$ cat config.mk
export PLATFORM = sky130hd
export DESIGN_NAME = sorter_flat
export DESIGN_NICKNAME = d
export VERILOG_FILES = /design/src/rtl/sorter_if.sv /design/src/rtl/sorter.sv /design/src/flat_wrapper.sv
export SDC_FILE = /design/constraint.sdc
export NUM_CORES = 1
export LEC_CHECK = 0
export CAP_MARGIN = 30
export CORE_ASPECT_RATIO = 1.5
export CORE_MARGIN = 2
export CORE_UTILIZATION = 60
export DETAILED_ROUTE_END_ITERATION = 6
export GPL_TIMING_DRIVEN = 0
export PLACE_DENSITY_LB_ADDON = 0.12
export SYNTH_ARGS = -nofsm -noshare
export SYNTH_HDL_FRONTEND = slang
export SYNTH_SLANG_ARGS = --single-unit
$ cat constraint.sdc
create_clock -name clk -period 8.5 [get_ports clk]
set_input_delay 1.7 -clock clk [delete_from_list [all_inputs] [get_ports clk]]
set_output_delay 1.7 -clock clk [all_outputs]
set_load 0.05 [all_outputs]
$ cat src/rtl/sorter_if.sv
// Handshake/data bundle for the sorter: one packed set in, one sorted set out.
// The master side drives sets in and observes results; the slave side is the sorter.
interface sorter_if #(
  parameter int unsigned W = 8,
  parameter int unsigned N = 8
);
  logic           in_valid;
  logic [N*W-1:0] sortIn;
  logic           out_valid;
  logic [N*W-1:0] sortOut;

  modport master (
    output in_valid,
    output sortIn,
    input  out_valid,
    input  sortOut
  );

  modport slave (
    input  in_valid,
    input  sortIn,
    output out_valid,
    output sortOut
  );
endinterface

$ cat src/rtl/sorter.sv
// Pipelined 8-element Batcher odd-even merge sorter.
// It uses 19 compare-exchange units in 6 layers, with a register stage after
// every second layer, so a set presented at edge n is visible after edge n+2.
// Data registers load every cycle. in_valid travels beside the data in a
// 3-bit shift chain.
// Optional: define SORTER_DESCENDING_EN to put the largest element in lane 0.
module sorter #(
  parameter int unsigned W = 8,
  parameter int unsigned N = 8
) (
  input  logic     clk,
  input  logic     rst_n,
  sorter_if.slave  bus
);

  typedef logic [N-1:0][W-1:0] lanes_t;

  // Compare-exchange on lanes i<j; equal values fall through unchanged.
  function automatic lanes_t cx(input lanes_t a, input int i, input int j);
    lanes_t       r;
    logic [W-1:0] lo;
    logic [W-1:0] hi;
    r  = a;
    lo = (a[i] <= a[j]) ? a[i] : a[j];
    hi = (a[i] <= a[j]) ? a[j] : a[i];
`ifdef SORTER_DESCENDING_EN
    r[i] = hi;
    r[j] = lo;
`else
    r[i] = lo;
    r[j] = hi;
`endif
    return r;
  endfunction

  lanes_t     s1_d, s1_q;
  lanes_t     s2_d, s2_q;
  lanes_t     s3_d, s3_q;
  logic [2:0] vld_q;

  // Layers 1-2 on the incoming set.
  always_comb begin
    s1_d = bus.sortIn;
    s1_d = cx(s1_d, 0, 1);
    s1_d = cx(s1_d, 2, 3);
    s1_d = cx(s1_d, 4, 5);
    s1_d = cx(s1_d, 6, 7);
    s1_d = cx(s1_d, 0, 2);
    s1_d = cx(s1_d, 1, 3);
    s1_d = cx(s1_d, 4, 6);
    s1_d = cx(s1_d, 5, 7);
  end

  // Layers 3-4: finish the two sorted halves of 4, then start the merge.
  always_comb begin
    s2_d = s1_q;
    s2_d = cx(s2_d, 1, 2);
    s2_d = cx(s2_d, 5, 6);
    s2_d = cx(s2_d, 0, 4);
    s2_d = cx(s2_d, 1, 5);
    s2_d = cx(s2_d, 2, 6);
    s2_d = cx(s2_d, 3, 7);
  end

  // Layers 5-6: final cleanup of the merge.
  always_comb begin
    s3_d = s2_q;
    s3_d = cx(s3_d, 2, 4);
    s3_d = cx(s3_d, 3, 5);
    s3_d = cx(s3_d, 1, 2);
    s3_d = cx(s3_d, 3, 4);
    s3_d = cx(s3_d, 5, 6);
  end

  // Pipeline registers and valid chain; reset clears everything at once.
  always_ff @(posedge clk or negedge rst_n) begin
    if (!rst_n) begin
      s1_q  <= '0;
      s2_q  <= '0;
      s3_q  <= '0;
      vld_q <= '0;
    end else begin
      s1_q  <= s1_d;
      s2_q  <= s2_d;
      s3_q  <= s3_d;
      vld_q <= {vld_q[1:0], bus.in_valid};
    end
  end

  assign bus.sortOut   = s3_q;
  assign bus.out_valid = vld_q[2];

endmodule

$ cat src/flat_wrapper.sv
// flat-port wrapper written by rule: the top's interface ports become plain ports
module sorter_flat 
#(
  parameter int unsigned W = 8,
  parameter int unsigned N = 8
)
  (clk, rst_n, bus_in_valid, bus_sortIn, bus_out_valid, bus_sortOut);
  sorter_if #(.W(W), .N(N)) bus_i ();
  input  logic clk;
  input  logic rst_n;
  input wire logic [$bits(bus_i.in_valid)-1:0] bus_in_valid;
  input wire logic [$bits(bus_i.sortIn)-1:0] bus_sortIn;
  output wire logic [$bits(bus_i.out_valid)-1:0] bus_out_valid;
  output wire logic [$bits(bus_i.sortOut)-1:0] bus_sortOut;
  assign bus_i.in_valid = bus_in_valid;
  assign bus_i.sortIn = bus_sortIn;
  assign bus_out_valid = bus_i.out_valid;
  assign bus_sortOut = bus_i.sortOut;
  sorter #(.W(W), .N(N)) u_core (.clk(clk), .rst_n(rst_n), .bus(bus_i));
endmodule
# Word level (Yosys, flattened, before mapping)
# Cells that the tools add are included.
[word_totals]
inputBits = 67
wordCells = 82
register_bits = 195
out_inout_bits = 65
[op_classes]
mux = 38
magnitude_cmp = 19
[op_table]
columns = ["op", "count"]
rows = [
  ["$mux 8", 38],
  ["$le 8x8->1", 19],
]

# Depth between registers and ports, before layout
# Gate-level depths: netlist of run 1.
[depth]
ltp_word = 4
mapped_depth = 17
mapped_depth_nobuf = 15

# Least setup slack after synthesis of run 1
# No wires, ideal clock.
[synth_timing]
path_kind = "input to register"
start = "input port bus_sortIn[31]"
end = "register u_core.s1_q[0] in the netlist's numbering"
setup_time_ps = 125
stages = 16
slack_ps = 3489
path_buffers = 1
arrival_ps = 4886
required_ps = 8375
path_cell_list = "inv_1 -> ha_1 -> nand2_1 -> o21a_1 -> and3_4 -> a211oi_4 -> mux2_2 -> inv_1 -> ha_1 -> nor2b_1 -> o211ai_1 -> a21oi_1 -> a2111oi_0 -> o21bai_2 -> buf_4 -> mux2_2"
[synth_lines]
columns = ["element", "line", "text"]
rows = [
  ["from (decl)", "flat_wrapper.sv:12", "input wire logic [$bits(bus_i.sortIn)-1:0] bus_sortIn;"],
  ["to (signal assigned)", "sorter.sv:78", "s1_q <= '0;"],
  ["to (signal assigned)", "sorter.sv:83", "s1_q <= s1_d;"],
  ["to (decl)", "sorter.sv:36", "lanes_t s1_d, s1_q;"],
]

==> impl_metrics.toml, run 1 <==
[status]
outcome = "completed"

[clock_network]
htree_num_levels = 4
hold_buffers = 0
cts_post_setup_buffers_inserted = 0
cts_buffers = 17
clock_path_buffers = 2
clkTransAtPathRegs_ns = 0.07
cts_root_buffer = "clkbuf_16"
cts_tree = "built"
cts_resized = 0
cts_sinks = 195
clk-insertion-delay-late_ns = 0.43

[cells_and_area]
areaGrowthSynthToFinish_pct = 18.0
final_cell_mix = "264 x mux2_2, 195 x dfrtp_1, 152 x inv_1, 152 x ha_1, 130 x clkdlybuf4s50_1"
fillers = 1425
design_area_um2 = 14800
final_common_cell = "mux2_2"
fin_nets = 1413
drive_gt1_frac = 0.313

[floorplan]
rows = 64
fp.dieArea_um2 = 22000
coreArea_um2 = 20400
start_util = 0.612
pin_count = 132
die_w_um = 122
die_h_um = 181

[worst_setup_path]
reg2reg_to = "u_core.bus.sortOut[9]$_DFF_PN0_"
slowest_delay_ns = 0.51
startpoint = "bus_sortIn[31]"
critPathArrivalTime_ns = 5.91
path_class = "in -> reg"
crit_path_end_kind = "flop"
r2r-start = "u_core.s2_q[23]$_DFF_PN0_"
cp_cell_sequence = "clkdlybuf4s50_1 > inv_1 > ha_1 > nand2_1 > o21a_1 > and3_4 > a211oi_4 > mux2_2 > inv_1 > ha_1 > nor2b_1 > o211ai_1 > a21oi_1 > a2111oi_0 > o21bai_2 > buf_4 > mux2_2"
worstPathMaxFanout = 10
reg2reg_depth = 16
cp_slowest_cell = "clkdlybuf4s50_1"
crit_required_ns = 8.80
rrSetupSlack_ns = 4.27
startpoint_type = "input pin"

[global_route]
antenna_found_initial = 0
grtUsageTotal = 0.250
grt_overflow = 0
grt_pass1_wl_um = 42500
grt_max_degree = 102
grt_pass1_vias = 8385

[synth]
synth_seq_cells = 195
ys_seq_area_frac = 0.390
synthCells = 1043
ys_warn_count = 0
syn_area_um2 = 12500
avgSynthCellArea_um2 = 12.0
synth_nets = 1262
synth.distinct_cells = 28

[sta]
min_period_ns = 5.61
finalClockSkew_ns = 0.0116
relSlewSlack = 0.533
min_period_over_period = 0.660
slew_viol_final = 0
grt_setup_unrepaired = "no"
tns_ns = 0
timing_hold_violations_final = 0
setup_viol = 0
fmax_ghz = 0.178
tightest_slew_ns = 0.701

[placement]
post_dp_cell_area_um2 = 14200
dpl.hpwl_um = 20800
gp_congestion = 0.939
portBuffers = 131

[detailed_routing]
wl_per_cell_um = 17.7
drtPass1Iterations = 4
vias_per_cell = 5.59
routed_wl_um = 26100
dr_total_vias = 8229
remaining_drc_errors = 0
initialDrtViolationCount = 306
ant_nets = 0

[worst_hold_path]
holdPathStages = 0
hp-class = "reg -> reg"
holdPathEnd = "u_core.bus.sortOut[0]$_DFF_PN0_"
min_from = "u_core.s2_q[0]$_DFF_PN0_"

[job]
drv_cap = 0
==> per-stage QoR <==
stage	util	hold slack [ns]	worst slack, ns	cells
after global placement	0.693	0.333	-1.58	1438
final	0.723	0.350	2.89	1472
after global routing	0.723	0.355	2.67	1471
after CTS	0.723	0.351	2.88	1471
after floorplan	-	0.331	3.49	1043
after detailed placement	0.694	0.336	2.47	1439
==> cells in the mapped netlist (all sizes together) <==
cell type,n,share of area
and3,8,0.0056
a2111oi,6,0.0042
o21bai,6,0.0054
mux2,304,0.29
o21ai,9,0.0045
a211oi,4,0.0064
nand2b,2,0.0010
inv,152,0.046
ha,152,0.15
nand3,4,0.0016
nand2,23,0.0069
a21oi,55,0.022
o21a,8,0.0048
nor2b,17,0.0085
nor3,2,0.00080
nand4,36,0.018
buf,19,0.014
dfrtp,195,0.39
nor2,15,0.0045
a2111o,3,0.0027
a21o,2,0.0012
o211ai,21,0.014
==> registers in the layout, indices dropped and copies added, names as in the netlist <==
name and flops:
u_core.bus.sortOut 64, u_core.s1_q 64, u_core.s2_q 64, u_core.vld_q 3
==> cells by family (layout without fill, tap and decap cells) <==
group,Yosys count,in the layout,share of synthesized area
adder cells (fa/ha/maj),152,152,0.152
buffers and inverters,171,335,0.0594
other,0,1,0
AND/OR/NAND/NOR,107,107,0.0469
flip-flops,195,195,0.390
AO/OA/AOI/OAI,114,114,0.0654
multiplexers,304,304,0.286
==> worst max path at each step <==
| stage | end | slack (ns) | depth (start not counted) |
|---|---|---|---|
| after floorplan | u_core.s1_q[0]$_DFF_PN0_ | 3.49 | 16 |
| after global placement | u_core.s1_q[1]$_DFF_PN0_ | -1.58 | 1 |
| after detailed placement | u_core.s1_q[1]$_DFF_PN0_ | 2.47 | 17 |
| after CTS | u_core.s1_q[1]$_DFF_PN0_ | 2.88 | 17 |
| after global routing | u_core.s1_q[1]$_DFF_PN0_ | 2.67 | 17 |
| final | u_core.s1_q[1]$_DFF_PN0_ | 2.89 | 17 |
==> worst max-delay path: cells and delay by family <==
kind	cells	cell delay (ns)
AOI/OAI and AO/OA	6	1.60
buffers and inverters	4	0.88
muxes	2	0.81
adders and majority gates	2	0.54
and+or+nand+nor	3	0.37
==> per-layer routing <==
metal,wire [um],track usage
met1,10100,0.278
met2,14300,0.474
met3,539,0.0243
met4,1120,0.108
met5,0,0
==> final cells by class <==
type	count	area (um^2)	area share
diodes	1	2.50	0.000170
well taps	264	330	0.0224
clock inverters	12	111	0.00755
plain buffers	19	173	0.0117
repair buffers	132	1340	0.0911
clock buffers	20	467	0.0316
inverters	152	571	0.0387
multi-input cells	677	6880	0.466
flip-flops and latches	195	4880	0.331
Power of run 1 is not shown: default switching activity piles up to over one toggle a cycle in this logic, so the estimate is an artifact.
==> run 2: changes to the inputs <==
--- a/config.mk
+++ b/config.mk
@@ -8,7 +8,7 @@
 export CAP_MARGIN = 30
 export CORE_ASPECT_RATIO = 1.5
 export CORE_MARGIN = 2
-export CORE_UTILIZATION = 60
+export CORE_UTILIZATION = 52
 export DETAILED_ROUTE_END_ITERATION = 6
 export GPL_TIMING_DRIVEN = 0
 export PLACE_DENSITY_LB_ADDON = 0.12
==> constraint.sdc (replaced) <==
create_clock -name clk -period 4.8 [get_ports clk]
set_input_delay 0.96 -clock clk [delete_from_list [all_inputs] [get_ports clk]]
set_output_delay 0.96 -clock clk [all_outputs]
set_load 0.05 [all_outputs]
==> run 2 against run 1 <==
Compared with the run above:
- sequential share of layout area is 0.52 points lower
- worst setup slack worse by 2.7 ns
- worst hold slack worse by 0.0052 ns
- sequential cell count stayed put
- routed wire length is 3.3% higher
- global-route usage is 2.7 points lower
- non-clock buffer count is 13 higher
- first-iteration DRC count is 21% lower
- largest cell class unchanged
- via count is 1.1% higher
- clock skew is 0.0027 ns higher
- register-to-register slack worse by 3.7 ns
==> impl_metrics.toml, run 2 (same netlist as run 1, synthesis figures left out) <==
[worst_setup_path]
r2r-start = "u_core.s1_q[55]$_DFF_PN0_"
crit_path_end_kind = "flop"
crit_required_ns = 5.11
reg2reg_depth = 17
worstPathMaxFanout = 10
reg2reg_to = "u_core.s2_q[16]$_DFF_PN0_"
startpoint_type = "input pin"
path_class = "in -> reg"
rrSetupSlack_ns = 0.56
critPathArrivalTime_ns = 4.96

[global_route]
grtUsageTotal = 0.223
grt_overflow = 0
grt_pass1_vias = 8608
grt_max_degree = 105
grt_pass1_wl_um = 43600
antenna_found_initial = 0

[sta]
min_period_over_period = 0.968
finalClockSkew_ns = 0.0143
holdWs_ns = 0.345
tightest_slew_ns = 0.657
fmax_ghz = 0.215
timing_hold_violations_final = 0
min_period_ns = 4.64
relSlewSlack = 0.562
setup_viol = 0
slew_viol_final = 0

[floorplan]
die_w_um = 131
rows = 69
pin_count = 132
start_util = 0.529
coreArea_um2 = 23700
die_h_um = 194
fp.dieArea_um2 = 25300

[detailed_routing]
vias_per_cell = 5.40
m1WireLength_um = 10300
initialDrtViolationCount = 243
dr_total_vias = 8317
top_layer_used = "met4"
routed_wl_um = 26900
ant_nets = 0
wl_per_cell_um = 17.5
drtPass1Iterations = 4
wl_met2_um = 15000
met3_length_um = 634
remaining_drc_errors = 0

[worst_hold_path]
min_from = "u_core.s2_q[57]$_DFF_PN0_"
hp-class = "reg -> reg"
holdPathStages = 0
holdPathEnd = "u_core.bus.sortOut[57]$_DFF_PN0_"

[clock_network]
clk-insertion-delay-late_ns = 0.43
cts_root_buffer = "clkbuf_16"
hold_buffers = 0
cts_tree = "built"
cts_sinks = 195
htree_num_levels = 4
cts_buffers = 17
clkTransAtPathRegs_ns = 0.07
clock_path_buffers = 2

[placement]
post_dp_cell_area_um2 = 14200
portBuffers = 131
gp_congestion = 0.906
dpl.hpwl_um = 21800

[cells_and_area]
areaGrowthSynthToFinish_pct = 19.9
diodes = 0
fin_nets = 1426
drive_gt1_frac = 0.320
final_cell_mix = "264 x mux2_2, 195 x dfrtp_1, 152 x inv_1, 152 x ha_1, 130 x clkdlybuf4s50_1"
design_area_um2 = 15000
final_common_cell = "mux2_2"

[job]
drv_cap = 0

[status]
outcome = "completed"
-- run 2: cell count changes in the layout (fill, tap and decap cells not counted), sizes merged --
cell	before	now
bufinv	0	2
buf	21	33
clkbuf	20	21
clkinvlp	0	3
inv	160	157
clkinv	4	2
diode	1	0
-- run 2: routing by layer --
metal	up-vias	track usage
li1	4036	-
met1	4079	0.245
met3	40	0.0254
met4	0	0.0890
met2	162	0.424
met5	-	0
-- run 2: worst max-delay path by stage --
stage / endpoint / cells past startpoint / slack, ns / startpoint
detailed placement: u_core.s1_q[12]$_DFF_PN0_ / 17 / -0.47 / bus_sortIn[31]
CTS: u_core.s1_q[62]$_DFF_PN0_ / 17 / 0.01 / bus_sortIn[63]
floorplan: u_core.s1_q[0]$_DFF_PN0_ / 16 / 0.53 / bus_sortIn[31]
global placement: u_core.bus.sortOut[10]$_DFF_PN0_ / 1 / -4.71 / rst_n
global route: u_core.s1_q[6]$_DFF_PN0_ / 18 / -0.01 / bus_sortIn[31]
finish: u_core.s1_q[6]$_DFF_PN0_ / 18 / 0.16 / bus_sortIn[31]
-- run 2: final cells by class --
| class | instances | area [um^2] |
|---|---|---|
| plain buffers | 19 | 185 |
| multi-input cells | 677 | 6920 |
| clock buffers | 20 | 457 |
| flip-flops and latches | 195 | 4880 |
| well taps | 319 | 399 |
| clock inverters | 12 | 144 |
| repair buffers | 145 | 1440 |
| inverters | 152 | 571 |
| fillers | 1950 | 8660 |
-- run 2: timing repair --
item / CTS / global route
pin swaps: 1 / 2
gates resized for setup: 0 / 13
setup endpoints to repair: 10 / 37
gates cloned: 0 / 0
buffers inserted: 0 / 13
-- run 2: stage by stage --
| step | setup TNS [ns] | worst slack (ns) | utilization | instances |
|---|---|---|---|---|
| floorplan | 0 | 0.529 | - | 1043 |
| global placement | -930.25 | -4.71 | 0.601 | 1493 |
| detailed placement | -19.57 | -0.465 | 0.602 | 1494 |
| CTS | 0 | 0.0149 | 0.628 | 1526 |
| global route | -0.0468 | -0.0149 | 0.634 | 1539 |
| finish | 0 | 0.156 | 0.634 | 1539 |
-- run 2: critical path, cell delays in order --
cell and delay, ns:
clkdlybuf4s50_1 0.51, inv_1 0.06, ha_1 0.30, nand2_1 0.06
o21a_1 0.22, and3_4 0.17, a211oi_4 0.34, buf_4 0.19
mux2_2 0.36, inv_1 0.06, ha_1 0.22, nor2b_1 0.13
o211ai_1 0.16, a21oi_1 0.09, a2111oi_0 0.35, o21bai_4 0.24
buf_6 0.18, mux2_2 0.35
Power of run 2 is left out for the same reason.
